**src/rtl/glyph_pkg.sv**
```systemverilog
// ============================================================================
// Module   : glyph_pkg
// Brief    : Shared types, defaults and width helpers for the glyph text renderer.
// Revision : 1.0
// ============================================================================
`default_nettype none

package glyph_pkg;

  typedef logic [23:0] rgb_t;

  localparam int   X_OFFSET_DEFAULT   = 158;
  localparam rgb_t BORDER_RGB_DEFAULT = 24'h000000;

  // Never returns 0, so single-entry dimensions still get a 1-bit field.
  function automatic int clog2_min1(input int v);
    return (v > 1) ? $clog2(v) : 1;
  endfunction

  function automatic bit is_pow2(input int v);
    return (v > 0) && ((v & (v - 1)) == 0);
  endfunction

  localparam int DEF_CODE_W      = 8;
  localparam int DEF_GLYPH_W     = 8;
  localparam int DEF_TEXT_ADDR_W = clog2_min1(80 * 60);
  localparam int DEF_ROM_ADDR_W  = DEF_CODE_W + clog2_min1(8);

endpackage

`default_nettype wire

```
**src/rtl/glyph_text_renderer_if.sv**
```systemverilog
// ============================================================================
// Module   : glyph_text_renderer_if
// Brief    : Text-buffer and glyph-ROM read ports of the renderer.
// Revision : 1.0
// ============================================================================
`default_nettype none

interface glyph_text_renderer_if
  import glyph_pkg::*;
#(
  parameter int TEXT_ADDR_W = DEF_TEXT_ADDR_W,
  parameter int CODE_W      = DEF_CODE_W,
  parameter int ROM_ADDR_W  = DEF_ROM_ADDR_W,
  parameter int GLYPH_W     = DEF_GLYPH_W
);

  logic [TEXT_ADDR_W-1:0] text_addr;
  logic [CODE_W-1:0]      text_data;
  logic [ROM_ADDR_W-1:0]  rom_addr;
  logic [GLYPH_W-1:0]     rom_data;

  modport master (
    output text_addr,
    output rom_addr,
    input  text_data,
    input  rom_data
  );

  modport slave (
    input  text_addr,
    input  rom_addr,
    output text_data,
    output rom_data
  );

endinterface

`default_nettype wire

```
**src/rtl/glyph_pipe_delay.sv**
```systemverilog
// ============================================================================
// Module   : glyph_pipe_delay
// Brief    : WIDTH x DEPTH shift register with synchronous active-high reset.
// Revision : 1.0
// ============================================================================
`default_nettype none

module glyph_pipe_delay #(
  parameter int WIDTH = 1,
  parameter int DEPTH = 1
) (
  input  logic             clk,
  input  logic             reset,
  input  logic [WIDTH-1:0] d,
  output logic [WIDTH-1:0] q
);

  logic [WIDTH-1:0] stage_q [DEPTH];
  logic [WIDTH-1:0] stage_d [DEPTH];

  always_comb begin
    stage_d[0] = d;
    for (int i = 1; i < DEPTH; i++) begin
      stage_d[i] = stage_q[i-1];
    end
  end

  always_ff @(posedge clk) begin
    if (reset) begin
      stage_q <= '{default: '0};
    end else begin
      stage_q <= stage_d;
    end
  end

  assign q = stage_q[DEPTH-1];

endmodule

`default_nettype wire

```
**src/rtl/glyph_text_renderer.sv**
```systemverilog
// ============================================================================
// Module   : glyph_text_renderer
// Brief    : 3-cycle character-cell text renderer; GLYPH_TEXT_CURSOR_EN adds a
//            blinking inverse-video cursor cell.
// Revision : 1.0
// ============================================================================
`default_nettype none

module glyph_text_renderer
  import glyph_pkg::*;
#(
  parameter int   GLYPH_W      = 8,
  parameter int   GLYPH_H      = 8,
  parameter int   COLS         = 80,
  parameter int   ROWS         = 60,
  parameter int   CODE_W       = 8,
  parameter int   X_OFFSET     = X_OFFSET_DEFAULT,
  parameter rgb_t BORDER_RGB   = BORDER_RGB_DEFAULT,
  parameter int   BLINK_FRAMES = 30
) (
  input  logic        clk,
  input  logic        reset,
  input  logic        bright_in,
  input  logic [9:0]  hcount,
  input  logic [9:0]  vcount,
  input  rgb_t        fg_rgb,
  input  rgb_t        bg_rgb,
  glyph_text_renderer_if.master mem,
`ifdef GLYPH_TEXT_CURSOR_EN
  input  logic [clog2_min1(COLS)-1:0] cursor_col,
  input  logic [clog2_min1(ROWS)-1:0] cursor_row,
`endif
  output rgb_t        rgb_out,
  output logic        bright_out
);

  localparam int GX_W  = clog2_min1(GLYPH_W);
  localparam int GY_W  = clog2_min1(GLYPH_H);
  localparam int GX_SH = $clog2(GLYPH_W);
  localparam int GY_SH = $clog2(GLYPH_H);
  localparam int COL_W = clog2_min1(COLS);
  localparam int ROW_W = clog2_min1(ROWS);
  localparam int TA_W  = clog2_min1(COLS * ROWS);
  localparam int unsigned AREA_W_PX = COLS * GLYPH_W;
  localparam int unsigned AREA_H_PX = ROWS * GLYPH_H;

  if (!is_pow2(GLYPH_W) || !is_pow2(GLYPH_H) || (COLS * GLYPH_W > 1024) ||
      (BLINK_FRAMES < 1)) begin : g_param_check
    $error("glyph_text_renderer: illegal glyph geometry or blink period");
  end

  // Stage 0: pixel position to cell coordinates
  logic [9:0]       x_pos;
  logic [9:0]       y_pos;
  logic             in_area;
  logic [GX_W-1:0]  gx;
  logic [GY_W-1:0]  gy;
  logic [COL_W-1:0] col;
  logic [ROW_W-1:0] row;

  always_comb begin
    x_pos   = hcount - 10'(X_OFFSET);
    y_pos   = vcount;
    in_area = bright_in && ({22'd0, x_pos} < AREA_W_PX) && ({22'd0, y_pos} < AREA_H_PX);
    gx      = GX_W'(x_pos & 10'(GLYPH_W - 1));
    gy      = GY_W'(y_pos & 10'(GLYPH_H - 1));
    col     = COL_W'(x_pos >> GX_SH);
    row     = ROW_W'(y_pos >> GY_SH);
    mem.text_addr = in_area ? (TA_W'(row) * TA_W'(COLS) + TA_W'(col)) : '0;
  end

  // bright/in_area/gx travel two stages to meet rom_data
  logic            p2_bright;
  logic            p2_in_area;
  logic [GX_W-1:0] p2_gx;

  glyph_pipe_delay #(
    .WIDTH (2 + GX_W),
    .DEPTH (2)
  ) u_align (
    .clk   (clk),
    .reset (reset),
    .d     ({bright_in, in_area, gx}),
    .q     ({p2_bright, p2_in_area, p2_gx})
  );

  logic [GY_W-1:0] p1_gy_q, p1_gy_d;

  assign mem.rom_addr = {mem.text_data, p1_gy_q};

  logic cursor_hit;

`ifdef GLYPH_TEXT_CURSOR_EN
  localparam int FC_W = clog2_min1(BLINK_FRAMES);

  logic [COL_W-1:0] p1_col_q, p1_col_d;
  logic [ROW_W-1:0] p1_row_q, p1_row_d;
  logic [FC_W-1:0]  frame_cnt_q, frame_cnt_d;
  logic             blink_phase_q, blink_phase_d;
  logic             cursor_hit_q, cursor_hit_d;

  always_comb begin
    p1_col_d      = col;
    p1_row_d      = row;
    frame_cnt_d   = frame_cnt_q;
    blink_phase_d = blink_phase_q;
    if ((hcount == 10'd0) && (vcount == 10'd0)) begin
      if (frame_cnt_q == FC_W'(BLINK_FRAMES - 1)) begin
        frame_cnt_d   = '0;
        blink_phase_d = ~blink_phase_q;
      end else begin
        frame_cnt_d   = frame_cnt_q + 1'b1;
      end
    end
    cursor_hit_d = (p1_col_q == cursor_col) && (p1_row_q == cursor_row) && blink_phase_q;
  end

  always_ff @(posedge clk) begin
    if (reset) begin
      p1_col_q      <= '0;
      p1_row_q      <= '0;
      frame_cnt_q   <= '0;
      blink_phase_q <= 1'b0;
      cursor_hit_q  <= 1'b0;
    end else begin
      p1_col_q      <= p1_col_d;
      p1_row_q      <= p1_row_d;
      frame_cnt_q   <= frame_cnt_d;
      blink_phase_q <= blink_phase_d;
      cursor_hit_q  <= cursor_hit_d;
    end
  end

  assign cursor_hit = cursor_hit_q;
`else
  assign cursor_hit = 1'b0;
`endif

  // Stage 3: colour select; the cursor inverts the glyph bit, swapping fg/bg
  rgb_t            rgb_q, rgb_d;
  logic            bright_out_q, bright_out_d;
  logic [GX_W-1:0] bit_idx;
  logic            glyph_bit;

  always_comb begin
    p1_gy_d      = gy;
    bit_idx      = GX_W'(GLYPH_W - 1) - p2_gx;
    glyph_bit    = mem.rom_data[bit_idx] ^ cursor_hit;
    bright_out_d = p2_bright;
    if (!p2_bright) begin
      rgb_d = '0;
    end else if (!p2_in_area) begin
      rgb_d = BORDER_RGB;
    end else begin
      rgb_d = glyph_bit ? fg_rgb : bg_rgb;
    end
  end

  always_ff @(posedge clk) begin
    if (reset) begin
      p1_gy_q      <= '0;
      rgb_q        <= '0;
      bright_out_q <= 1'b0;
    end else begin
      p1_gy_q      <= p1_gy_d;
      rgb_q        <= rgb_d;
      bright_out_q <= bright_out_d;
    end
  end

  assign rgb_out    = rgb_q;
  assign bright_out = bright_out_q;

endmodule

`default_nettype wire

```
**src/flat_wrapper.sv**
```systemverilog
// flat-port wrapper written by rule: the top's interface ports become plain ports
module glyph_text_renderer_flat import glyph_pkg::*;
#(
  parameter int   GLYPH_W      = 8,
  parameter int   GLYPH_H      = 8,
  parameter int   COLS         = 80,
  parameter int   ROWS         = 60,
  parameter int   CODE_W       = 8,
  parameter int   X_OFFSET     = X_OFFSET_DEFAULT,
  parameter rgb_t BORDER_RGB   = BORDER_RGB_DEFAULT,
  parameter int   BLINK_FRAMES = 30
)
  (clk, reset, bright_in, hcount, vcount, fg_rgb, bg_rgb, rgb_out, bright_out, mem_text_addr, mem_rom_addr, mem_text_data, mem_rom_data);
  glyph_text_renderer_if #(.CODE_W(CODE_W), .GLYPH_W(GLYPH_W)) mem_i ();
  input  logic clk;
  input  logic reset;
  input  logic bright_in;
  input  logic [9:0] hcount;
  input  logic [9:0] vcount;
  input  rgb_t fg_rgb;
  input  rgb_t bg_rgb;
  output rgb_t rgb_out;
  output logic bright_out;
  output wire logic [$bits(mem_i.text_addr)-1:0] mem_text_addr;
  output wire logic [$bits(mem_i.rom_addr)-1:0] mem_rom_addr;
  input wire logic [$bits(mem_i.text_data)-1:0] mem_text_data;
  input wire logic [$bits(mem_i.rom_data)-1:0] mem_rom_data;
  assign mem_text_addr = mem_i.text_addr;
  assign mem_rom_addr = mem_i.rom_addr;
  assign mem_i.text_data = mem_text_data;
  assign mem_i.rom_data = mem_rom_data;
  glyph_text_renderer #(.GLYPH_W(GLYPH_W), .GLYPH_H(GLYPH_H), .COLS(COLS), .ROWS(ROWS), .CODE_W(CODE_W), .X_OFFSET(X_OFFSET), .BORDER_RGB(BORDER_RGB), .BLINK_FRAMES(BLINK_FRAMES)) u_core (.clk(clk), .reset(reset), .bright_in(bright_in), .hcount(hcount), .vcount(vcount), .fg_rgb(fg_rgb), .bg_rgb(bg_rgb), .mem(mem_i), .rgb_out(rgb_out), .bright_out(bright_out));
endmodule
```
**config.mk**
```make
export PLATFORM = sky130hd
export DESIGN_NAME = glyph_text_renderer_flat
export DESIGN_NICKNAME = d
export VERILOG_FILES = /design/src/rtl/glyph_pkg.sv /design/src/rtl/glyph_text_renderer_if.sv /design/src/rtl/glyph_pipe_delay.sv /design/src/rtl/glyph_text_renderer.sv /design/src/flat_wrapper.sv
export SDC_FILE = /design/constraint.sdc
export NUM_CORES = 1
export LEC_CHECK = 0
export BUFFER_PORTS_ARGS = -buffer_cell sky130_fd_sc_hd__clkbuf_2
export CAP_MARGIN = 10
export CORE_UTILIZATION = 46
export DETAILED_ROUTE_END_ITERATION = 8
export PLACE_DENSITY = 0.83
export RECOVER_POWER = 25
export SYNTH_ARGS = -nofsm -noshare
export SYNTH_HDL_FRONTEND = slang
export SYNTH_SLANG_ARGS = --single-unit
```
**constraint.sdc**
```tcl
create_clock -name clk -period 5.96 [get_ports clk]
set_input_delay 1.192 -clock clk [delete_from_list [all_inputs] [get_ports clk]]
set_output_delay 1.192 -clock clk [all_outputs]
set_load 0.02 [all_outputs]
```
# Yosys cells after proc, flatten, opt, wreduce, memory -nomap -nowiden

Index checks and enable logic that the tools add are counted.

Register bits: 38
Output and inout port bits: 49
Bits of input ports: 87

Reductions and logical operators: 3
Add/sub/neg operators: 3
Magnitude comparators: 3
Muxes and demuxes: 4
Multipliers: 1
Bitwise logic cells: 2

Operators with widths:

| kind                                                                           | number |
|---|---|
| 24-bit 2-to-1 mux                                                              | 1 |
| 13-bit by 7-bit adder with 13-bit output                                       | 1 |
| 13-bit 2-to-1 mux                                                              | 1 |
| 10-bit less-than comparator (second input constant)                            | 1 |
| 10-bit by 9-bit less-than comparator with 1-bit output (second input constant) | 1 |
| 10-bit by 8-bit subtractor with 10-bit output (second input constant)          | 1 |
| 6-bit by 3-bit multiplier with 9-bit output (second input constant)            | 1 |
| 3-bit by 4-bit less-than comparator with 1-bit output (second input constant)  | 1 |
| 1-bit binary-select mux with 3-bit select                                      | 1 |
| 3-bit OR reduction                                                             | 1 |
| 3-bit subtractor (first input constant)                                        | 1 |
| 1-bit logical AND                                                              | 2 |
| 1-bit NOT                                                                      | 2 |
| 1-bit 2-to-1 mux                                                               | 1 |

# Depth between registers and ports, before layout

Gate-level depths: netlist of run 1.

Depth in word-level cells: 5
Mapped depth: 9

# Modules after synthesis

From an unflattened synthesis of run 1, not the netlist that was laid out.

Cell total of the unflattened synthesis: 232
Area, all modules: 2248.4 um^2

By module, submodules not included:

| module              | cells each | area each (um^2) | times used | seq. area each (um^2) |
|---|---|---|---|---|
| glyph_text_renderer | 212        | 1985.7           | 1          | 560.5 |
| glyph_pipe_delay    | 20         | 262.8            | 1          | 200.2 |

# Worst setup path after synthesis of run 1

No wires, ideal clock.

Kind: input to output
Start point: input hcount[1]
End point: output mem_text_addr[12]
Arrival time: 3.435 ns
Required time: 4.768 ns
Path slack: 1.333 ns
Stages on the path: 9
Path through: ha_1 a311o_4 xor2_1 ha_1 inv_1 fa_1 o31ai_2 nand4_1 a21oi_1

Longest elaborated chain between the ends: 5

Ends and longest elaborated chain:

| item                                              | line                      | text |
|---|---|---|
| start, declared                                   | flat_wrapper.sv:18        | `input logic [9:0] hcount;` |
| 10-bit by 8-bit subtractor with 10-bit output (*) | glyph_text_renderer.sv:62 | `x_pos = hcount - 10'(X_OFFSET);` |
| 10-bit less-than comparator                       | glyph_text_renderer.sv:64 | `in_area = bright_in && ({22'd0, x_pos} < AREA_W_PX) && ({22'd0, y_pos} < AREA_H_PX);` |
| 1-bit logical AND (2 in a row)                    | glyph_text_renderer.sv:64 |  |
| 13-bit 2-to-1 mux (*)                             | glyph_text_renderer.sv:69 | `mem.text_addr = in_area ? (TA_W'(row) * TA_W'(COLS) + TA_W'(col)) : '0;` |
| end, declared                                     | flat_wrapper.sv:24        | `output wire logic [$bits(mem_i.text_addr)-1:0] mem_text_addr;` |

Mark *: on every way between the ends. The rest lies on a longest branch, timed or not.

# Worst setup path after layout of run 1

Ends and elaborated chain as after synthesis.

==> summary.txt, run 1 <==
CTS
  • Cts repair resizes: 0
  • Clock insertion delay at the later pin of the skew report: 280 ps
  • # H-tree levels: 2
  • Post-CTS setup buffers: 0
  • CTS root buf: clkbuf_8
  • CTS max path bufs: 2
  • Num CTS Buffers: 5
  • Cts hold-fix bufs: 0
  • Clock sinks: 38
  • CTS tree: yes
  • Clock transition at the registers of the reported paths: 60 ps

Synth
  • Cell accounting for the most synthesized area: dfxtp_1
  • Synthesized area per cell: 10.0 um^2
  • Synth top area share: 35.9%
  • Top post-synthesis cells by area: dfxtp_1 36%, mux2i_1 13%, ha_1 7.1%, nor2_1 5.7%, nor2b_1 4.1%
  • Post-Syn Instances: 211
  • Synth Net Count: 312
  • Seq cells post-synth: 38
  • Ys Warns: 0
  • Sequential share of the synthesized area: 35.9%
  • Count leader, synth: dfxtp_1
  • Top cells by count, synth: 38 x dfxtp_1, 32 x nor2_1, 27 x mux2i_1, 14 x nor2b_1, 12 x ha_1
  • Fraction of registers with async set/reset: 0%
  • Post-synth cell types: 38
  • Number of synthesized flops with an enable pin: 0
  • Synth Cell Area: 2120 um^2
  • Main synth FF type: dfxtp_1

Pwr
  • Power per cell area: 228 nW/um^2
  • Leakage Power: 1.41 nW
  • VDD IR max: 0.111 mV

Setup path
  • Slowest CP cell: a311o_4
  • CP cell instances: clkbuf_2 -> ha_1 -> a311o_4 -> xor2_1 -> ha_1 -> inv_1 -> fa_1 -> o31ai_2 -> nand4_1 -> a21oi_1 -> clkbuf_2
  • Top fanout value on the critical path: 7
  • Setup crit end kind: output pin
  • Startpoint types: primary input
  • WP buf/inv: 3
  • R2R Setup Slk: around 3600 ps
  • Critical Path Max Stage Delay: 470 ps
  • Critical path arrival: 3660 ps
  • CP required: 4770 ps
  • Cell family with most CP delay: compound AO/OA/AOI/OAI gates
  • Crit Path Class: primary input to output pin

Floorplan
  • Die H: 69.9 um
  • Io pins: 136
  • Core region area: 4380 um^2
  • Initial core utilization: 48.3%
  • Cell Rows: 24
  • Die width: around 70 um
  • Die Footprint: 4880 um^2

Global route
  • Vias in the first global route: around 1800
  • Initial antenna violation count: 0
  • Grt total ovfl: 0
  • Largest net degree at the start of global routing: 25
  • GRT Resource Usage Total: 19.3%
  • First-pass GRT wire length: between 7 and 8 mm

Job
  • Max_cap viols: 0

Detailed routing
  • 1st-pass router iterations: 4
  • Vias: ~1800
  • WL per Instance: 12.2 um
  • DR vias/cell: 4.89
  • Antenna-violating nets left: 0
  • DRT iter0 DRCs: 60
  • DR DRC count: 0
  • Final WL: 4.58 mm

Hold path
  • HP Class: flip-flop to flip-flop

Layout
  • Post-route cell area: 2750 um^2
  • ANT cells: 0
  • # nets final: between 400 and 500
  • Layout cells sized above 1: between 40% and 50%
  • Area growth syn-to-layout: 29.9%

STA
  • Fin. max-slew vios: 0
  • Slew @ Worst Pin: around 1100 ps
  • Fin. Hold Viols: 0
  • Fin crit share: 81.4%
  • Endpoints failing setup: 0
  • Max Fclk: 206 MHz
  • Tmin final: 4850 ps
  • Clock Skews: 8.38 ps
  • Final setup TNS: 0 ps
  • RSZ-0062 raised after global routing: false
  • Max transition margin: 24.7%

Placed design
  • IO Port Bufs: around 120
  • Post-DP HPWL: 3.80 mm
  • Placed cell areas: 2660 um^2
  • GP Congestion: 0.788

Outcome
  • Status: finished clean
==> routing by layer <==
metal  track usage (%)  up-vias  routed length [um]
met5                 0        -                   0
met4              9.78        0                 110
met3              5.05       11                 346
met2              35.3       86                2320
met1              20.3      802                1800
li1                  -      930                   -
==> placed cells by master, fill, tap and decap left out, drive strengths merged, types with 2 or more instances in the layout <==
cell / netlist / layout
fa: 2 / 2
inv: 6 / 6
clkbuf: 5 / 124
o31ai: 2 / 2
nand3: 9 / 9
ha: 12 / 12
mux4: 2 / 2
o211a: 2 / 2
a21o: 3 / 3
xor2: 6 / 6
nor2b: 14 / 14
o21ai: 2 / 2
nor2: 33 / 33
nand3b: 2 / 2
mux2i: 28 / 28
dfxtp: 38 / 38
a21oi: 8 / 8
nand4: 4 / 4
xnor2: 8 / 8
nand2: 7 / 7
clkinv: 0 / 2
==> power by group <==
part | internal (mW) | switching, mW
Combinational | 0.0768 | 0.0842
Clock | 0.123 | 0.0827
Sequential | 0.258 | 0.00145
==> final timing paths <==
check	cells past startpoint	from	to
worst min register to register	1	u_core.u_align.stage_d[1]	u_core.u_align.q[1]
worst min-delay path	1	u_core.u_align.stage_d[1]	u_core.u_align.q[1]
worst max-delay path	11	hcount[1]	mem_text_addr[12]
worst max register to register	4	u_core.u_align.q[0]	u_core.rgb_out[9]
==> registers in the layout (all words and copies together), names as in the netlist <==
signal / count
u_core.u_align.q: 5
u_core.rgb_out: 24
u_core.bright_out: 1
u_core.p1_gy_q: 3
u_core.u_align.stage_d: 5
==> stage by stage <==
step / hold WS (ps) / setup slack [ps] / power [mW] / utilization (%) / instances
4_1_cts: 448 / 1100 / 0.635 / 63.0 / 374
6_report: 444 / 1110 / 0.627 / 62.8 / 374
5_1_grt: 459 / 914 / 0.662 / 62.8 / 374
2_1_floorplan: 414 / 1330 / 0.389 / - / 211
3_5_place_dp: 433 / 1110 / 0.427 / 60.6 / 366
3_3_place_gp: 416 / 1150 / 0.423 / 60.6 / 366
==> layout make-up <==
cell class                 instances  area, um^2
inverter                           6        22.5
tap                               52        65.1
sequential                        38         761
clock buffer                       5        68.8
timing repair buffer             119         584
fill                             375        1630
clock inverter                     3        40.0
multi-input combinational        151        1210
==> kinds of logic (layout without fill, tap and decap cells) <==
group	after synthesis	after routing	synth area share (%)
xor+xnor	14	14	5.79
flops	38	38	35.9
mux	30	30	15.9
compound gates	21	21	9.63
fa+ha+maj	14	14	8.98
buf+inv	22	133	6.91
simple gates	72	72	16.8
==> worst register-to-register path, cell delays in order (launching register included) <==
cell     delay, ps
dfxtp_1        370
mux4_2         550
mux2i_4        880
mux2i_1        350
nor2_1          60
Note: power is estimated with default switching activity, not from simulation.
==> run 2, diff against run 1 <==
Settings changed: CORE_UTILIZATION 46 to 38, PLACE_DENSITY 0.83 to 0.73.
Clock period 5.96 ns to 4.45 ns, I/O delays scaled along.
==> summary.txt, run 2 (same netlist as run 1, synthesis figures left out) <==
Placed design
  • Placed cell areas: 2680 um^2
  • GP Congestion: 0.777
  • Post-DP HPWL: 3.76 mm
  • IO Port Bufs: around 120

Floorplan
  • Cell Rows: 26
  • Core region area: 5240 um^2
  • Die width: 76.7 um
  • Die Footprint: 5880 um^2
  • Initial core utilization: 40.4%
  • Io pins: 136
  • Die H: 76.7 um

STA
  • Max Fclk: 236 MHz
  • Fin. Hold Viols: 0
  • Clock Skews: 3.69 ps
  • Tmin final: 4240 ps
  • Final setup TNS: 0 ps
  • Final hold slack: 435 ps
  • Fin. max-slew vios: 0
  • RSZ-0062 raised after global routing: false
  • Fin crit share: a little over nine tenths
  • Slew @ Worst Pin: 1090 ps
  • Max transition margin: between 20% and 30%
  • Endpoints failing setup: 0

Detailed routing
  • WL per Instance: 11.6 um
  • Vias: between 1500 and 2000
  • 1st-pass router iterations: 4
  • Final WL: 4.55 mm
  • DR vias/cell: 4.60
  • DRT iter0 DRCs: 38
  • Antenna-violating nets left: 0
  • DR DRC count: 0

CTS
  • Clock sinks: 38
  • Clock insertion delay at the later pin of the skew report: approximately 280 ps
  • CTS root buf: clkbuf_8
  • Post-CTS setup buffers: 0
  • CTS tree: yes
  • Clock transition at the registers of the reported paths: 70 ps
  • Num CTS Buffers: 5
  • CTS max path bufs: 2
  • # H-tree levels: 2
  • Cts hold-fix bufs: 0
  • Cts repair resizes: 0

Layout
  • Layout cells sized above 1: 41.0%
  • # nets final: 422
  • Area growth syn-to-layout: 33.0%
  • Most common cell after layout, fill and taps aside: clkbuf_2
  • Number of flip-flops in the largest register: 24
  • Final core occ: 53.8%
  • Most frequent cells in the layout: 110 x clkbuf_2, 38 x dfxtp_1, 32 x nor2_1
  • ANT cells: 0
  • Post-route cell area: approximately 2800 um^2
  • Fillers: 479

Pwr
  • Int Pwr: 0.690 mW
  • Comb pwr share: approximately a quarter
  • VDD IR max: 0.151 mV
  • Sw Ratio: roughly a quarter
  • Flop pwr share: 37.9%
  • P_sw: about 0.23 mW
  • Tot Pwr: approximately 0.9 mW
  • Power per cell area: roughly 330 nW/um^2
  • Leakage Power: 1.43 nW
  • Clk network pwr share: 38.3%

Global route
  • GRT Resource Usage Total: ~16%
  • Vias in the first global route: ~1700
  • First-pass GRT wire length: 7.78 mm
  • Initial antenna violation count: 0
  • Grt total ovfl: 0
  • Largest net degree at the start of global routing: 25

Setup path
  • Top fanout value on the critical path: 7
  • Startpoint types: primary input
  • Setup crit end kind: output pin
  • Critical path arrival: about 3400 ps
  • Crit Path Class: primary input to output pin
  • CP required: between 3000 and 4000 ps

Hold path
  • HP Class: flip-flop to flip-flop

Job
  • Max_cap viols: 0

Outcome
  • Status: finished clean
[run 2: area by class of cell]
type / count / area, um^2 / area share [%]
Timing Repair Buffer: 119 / 584 / 20.7
Inverter: 6 / 22.5 / 0.799
Sequential cell: 38 / 761 / 27.0
Tap cell: 70 / 87.6 / 3.11
Clock buffer: 6 / 82.6 / 2.93
Multi-Input combinational cell: 151 / 1220 / 43.3
Clock inverter: 2 / 60.1 / 2.13
[run 2: metal layers]
| metal | share of wire, % | global-route usage [%] | wire length (um) |
|---|---|---|---|
| met4 | 2.0 | 7.50 | 90 |
| met1 | 42 | 18.1 | 1910 |
| met5 | 0 | 0 | 0 |
| met2 | 48 | 28.7 | 2180 |
| met3 | 8.2 | 5.12 | 372 |
[run 2: final timing paths]
check                        endpoint  slack [ps]  depth (start not counted)                 startpoint
setup / recovery    mem_text_addr[12]         210                         11                  hcount[1]
hold reg to reg   u_core.u_align.q[4]         430                          1  u_core.u_align.stage_d[4]
hold / removal    u_core.u_align.q[4]         430                          1  u_core.u_align.stage_d[4]
setup reg to reg   u_core.rgb_out[22]        2130                          4        u_core.u_align.q[0]
[run 2: power by group through the flow]
stage / clock, mW / combinational, mW / sequential (mW)
after global routing: 0.378 / 0.243 / 0.349
after CTS: 0.364 / 0.218 / 0.348
after detailed placement: 0 / 0.216 / 0.356
final: 0.352 / 0.218 / 0.348
after floorplan: 0 / 0.163 / 0.358
after global placement: 0 / 0.213 / 0.356
[run 2: critical path: stages]
cell	delay (ps)
clkbuf_2	110
ha_1	240
a311o_4	470
xor2_1	150
ha_1	190
inv_1	60
fa_1	430
o31ai_4	310
nand4_1	130
a21oi_1	170
clkbuf_2	180
[run 2: through the flow]
stage          setup slack [ps]  std cells
5_1_grt                    15.3        392
3_5_place_dp                181        384
3_3_place_gp                219        384
4_1_cts                     181        392
6_report                    213        392
2_1_floorplan               427        211
==> run 3, diff against run 2 <==
Settings changed: ABC_AREA set to 1, CORE_UTILIZATION 38 to 39.
==> summary.txt, run 3 <==
Pwr
  • VDD IR max: between 0.1 and 0.15 mV
  • Leakage Power: between 1.5 and 2 nW
  • Power per cell area: 278 nW/um^2
  • Int Pwr: 0.556 mW
  • Flop pwr share: about 43%
  • Sw Ratio: 30.8%
  • Comb pwr share: 27.3%
  • P_sw: between 0.2 and 0.25 mW
  • Clk network pwr share: 29.3%

Synth
  • Synthesized area per cell: between 7 and 8 um^2
  • Main synth FF type: dfxtp_1
  • Ys Warns: 0
  • Synth Cell Area: 2230 um^2
  • Post-Syn Instances: 287
  • Seq cells post-synth: 38
  • Top cells by count, synth: 53 x nand2_1, 38 x dfxtp_1, 35 x nor2_1, 31 x inv_1, 26 x nand2_2
  • Synth top area share: 34.0%
  • Fraction of registers with async set/reset: 0%
  • Count leader, synth: nand2_1
  • Top post-synthesis cells by area: dfxtp_1 34%, nand2_1 8.9%, a21oi_2 7.8%, nand2_2 7.3%, ha_1 6.7%
  • Cell accounting for the most synthesized area: dfxtp_1
  • Sequential share of the synthesized area: 34.0%
  • Number of synthesized flops with an enable pin: 0
  • Synth Net Count: around 390
  • Post-synth cell types: 35

Floorplan
  • Cell Rows: 27
  • Io pins: 136
  • Core region area: about 5500 um^2
  • Die width: 77.7 um
  • Die Footprint: 6040 um^2
  • Die H: 77.7 um
  • Initial core utilization: 40.6%

Detailed routing
  • DRT iter0 DRCs: 69
  • 1st-pass router iterations: 4
  • Vias: 2131
  • Antenna-violating nets left: 0
  • WL per Instance: 10.9 um
  • DR vias/cell: between 4 and 5
  • Final WL: 5.11 mm
  • DR DRC count: 0

Layout
  • Layout cells sized above 1: 43.4%
  • Most frequent cells in the layout: 110 x clkbuf_2, 53 x nand2_1, 38 x dfxtp_1
  • Number of flip-flops in the largest register: 24
  • Fillers: 555
  • Reg area: 761 um^2
  • Post-route cell area: 2890 um^2
  • Final core occ: 52.5%
  • Most common cell after layout, fill and taps aside: clkbuf_2
  • ANT cells: 0
  • Area growth syn-to-layout: 29.3%
  • # nets final: ~500
  • Multi-input gate area: ~1200 um^2

Job
  • Max_cap viols: 0

Setup path
  • Setup crit end kind: output pin
  • Crit Path Class: primary input to output pin
  • RR Endpoint: u_core.rgb_out[16]
  • R2R depth: 6
  • CP required: roughly 3600 ps
  • Critical path arrival: 2960 ps
  • Top fanout value on the critical path: 3
  • R2R Setup Slk: 2840 ps
  • Startpoint types: primary input
  • R2r startpoint: u_core.u_align.q[0]

Global route
  • Vias in the first global route: 1958
  • First-pass GRT wire length: 8.34 mm
  • GRT Resource Usage Total: 17.1%
  • Initial antenna violation count: 0
  • Largest net degree at the start of global routing: 26
  • Grt total ovfl: 0

STA
  • Max transition margin: 58.2%
  • Tmin final: 3850 ps
  • RSZ-0062 raised after global routing: false
  • Clock Skews: 2.96 ps
  • Fin crit share: between 80% and 90%
  • Final hold slack: 403 ps
  • Fin. max-slew vios: 0
  • Final setup TNS: 0 ps
  • Fin. Hold Viols: 0
  • Max Fclk: 260 MHz
  • Slew @ Worst Pin: around 630 ps
  • Endpoints failing setup: 0
  • Setup ws final: 599 ps

CTS
  • Cts repair resizes: 0
  • Clock transition at the registers of the reported paths: 70 ps
  • Clock sinks: 38
  • CTS tree: yes
  • Clock insertion delay at the later pin of the skew report: ~280 ps
  • Post-CTS setup buffers: 0
  • # H-tree levels: 2
  • CTS max path bufs: 2
  • Cts hold-fix bufs: 0
  • CTS root buf: clkbuf_8
  • Num CTS Buffers: 5

Placed design
  • Post-DP HPWL: 4.09 mm
  • Place WS: 614 ps
  • Placed cell areas: between 2000 and 3000 um^2
  • GP Congestion: 0.869
  • IO Port Bufs: between 100 and 150

Hold path
  • Min-Delay Path Depth: 2
  • HP Class: flip-flop to flip-flop
  • WHS Endpoint: u_core.u_align.q[2]
  • Hold Crit Start: u_core.u_align.stage_d[2]

Outcome
  • Status: finished clean
## run 3: cell count changes after synthesis, moves of 3 or more
cell | before | now
a21oi_1 | 7 | 11
a21oi_2 | 0 | 20
inv_1 | 6 | 31
mux2i_1 | 27 | 2
nand2_1 | 6 | 53
nand2_2 | 0 | 26
nand3_1 | 8 | 12
nor2_1 | 32 | 35
nor2b_1 | 14 | 0
xnor2_1 | 8 | 3
## run 3: layout make-up
type	instances	share of cell area, %
Timing Repair Buffer	120	21.2
Sequential cell	38	26.3
Multi-Input combinational cell	200	41.7
Clock buffer	7	2.99
Tap cell	72	3.12
Inverter	33	4.50
Clock inverter	1	0.173
## run 3: stage by stage
| stage | total power [mW] | std cells |
|---|---|---|
| floorplan | 0.527 | 287 |
| global placement | 0.572 | 462 |
| detailed placement | 0.574 | 462 |
| CTS | 0.816 | 470 |
| global route | 0.857 | 471 |
| finish | 0.803 | 471 |
## run 3: worst max-delay path, stage by stage
cell and delay [ps]:
clkbuf_2 100, ha_1 210, nand3_1 140, nand2_1 80
xor2_1 170, inv_1 70, ha_1 190, inv_1 70
fa_1 400, inv_1 100, nand2_2 60, nand2_2 70
nand2_1 60, nand2_1 60, nand2_1 40, nor2_1 80
clkbuf_2 170
## run 3: kinds of logic (layout without fill, tap and decap cells)
family	count (synthesis)	after routing	share of synthesized area, %
buf+inv	49	161	12.0
mux	2	2	0.896
xor+xnor	7	7	2.74
flops	38	38	34.0
fa+ha+maj	14	14	8.51
simple gates	138	138	28.8
compound gates	39	39	12.9
## run 3: routing by layer
| metal | global-route usage (%) | routed length (um) | up-vias |
|---|---|---|---|
| li1 | - | - | 1114 |
| met1 | 19.6 | 2200 | 902 |
| met2 | 30.9 | 2380 | 108 |
| met3 | 4.94 | 483 | 7 |
| met4 | 4.34 | 50 | 0 |
| met5 | 0 | 0 | - |
## run 3: power groups by stage
| stage | logic, mW | clock network, mW | registers (mW) |
|---|---|---|---|
| 2_1_floorplan | 0.168 | 0 | 0.359 |
| 3_3_place_gp | 0.216 | 0 | 0.356 |
| 3_5_place_dp | 0.218 | 0 | 0.357 |
| 4_1_cts | 0.219 | 0.248 | 0.349 |
| 5_1_grt | 0.247 | 0.261 | 0.349 |
| 6_report | 0.219 | 0.236 | 0.349 |
## run 3: worst max-delay path by stage
stage / startpoint / endpoint / slack [ps] / depth (start not counted)
after CTS: hcount[1] / mem_text_addr[8] / 610 / 17
after global placement: vcount[4] / mem_text_addr[12] / 650 / 12
after global routing: hcount[1] / mem_text_addr[8] / 380 / 17
after floorplan: vcount[4] / mem_text_addr[12] / 800 / 10
final: hcount[1] / mem_text_addr[8] / 600 / 17
after detailed placement: hcount[1] / mem_text_addr[8] / 610 / 17
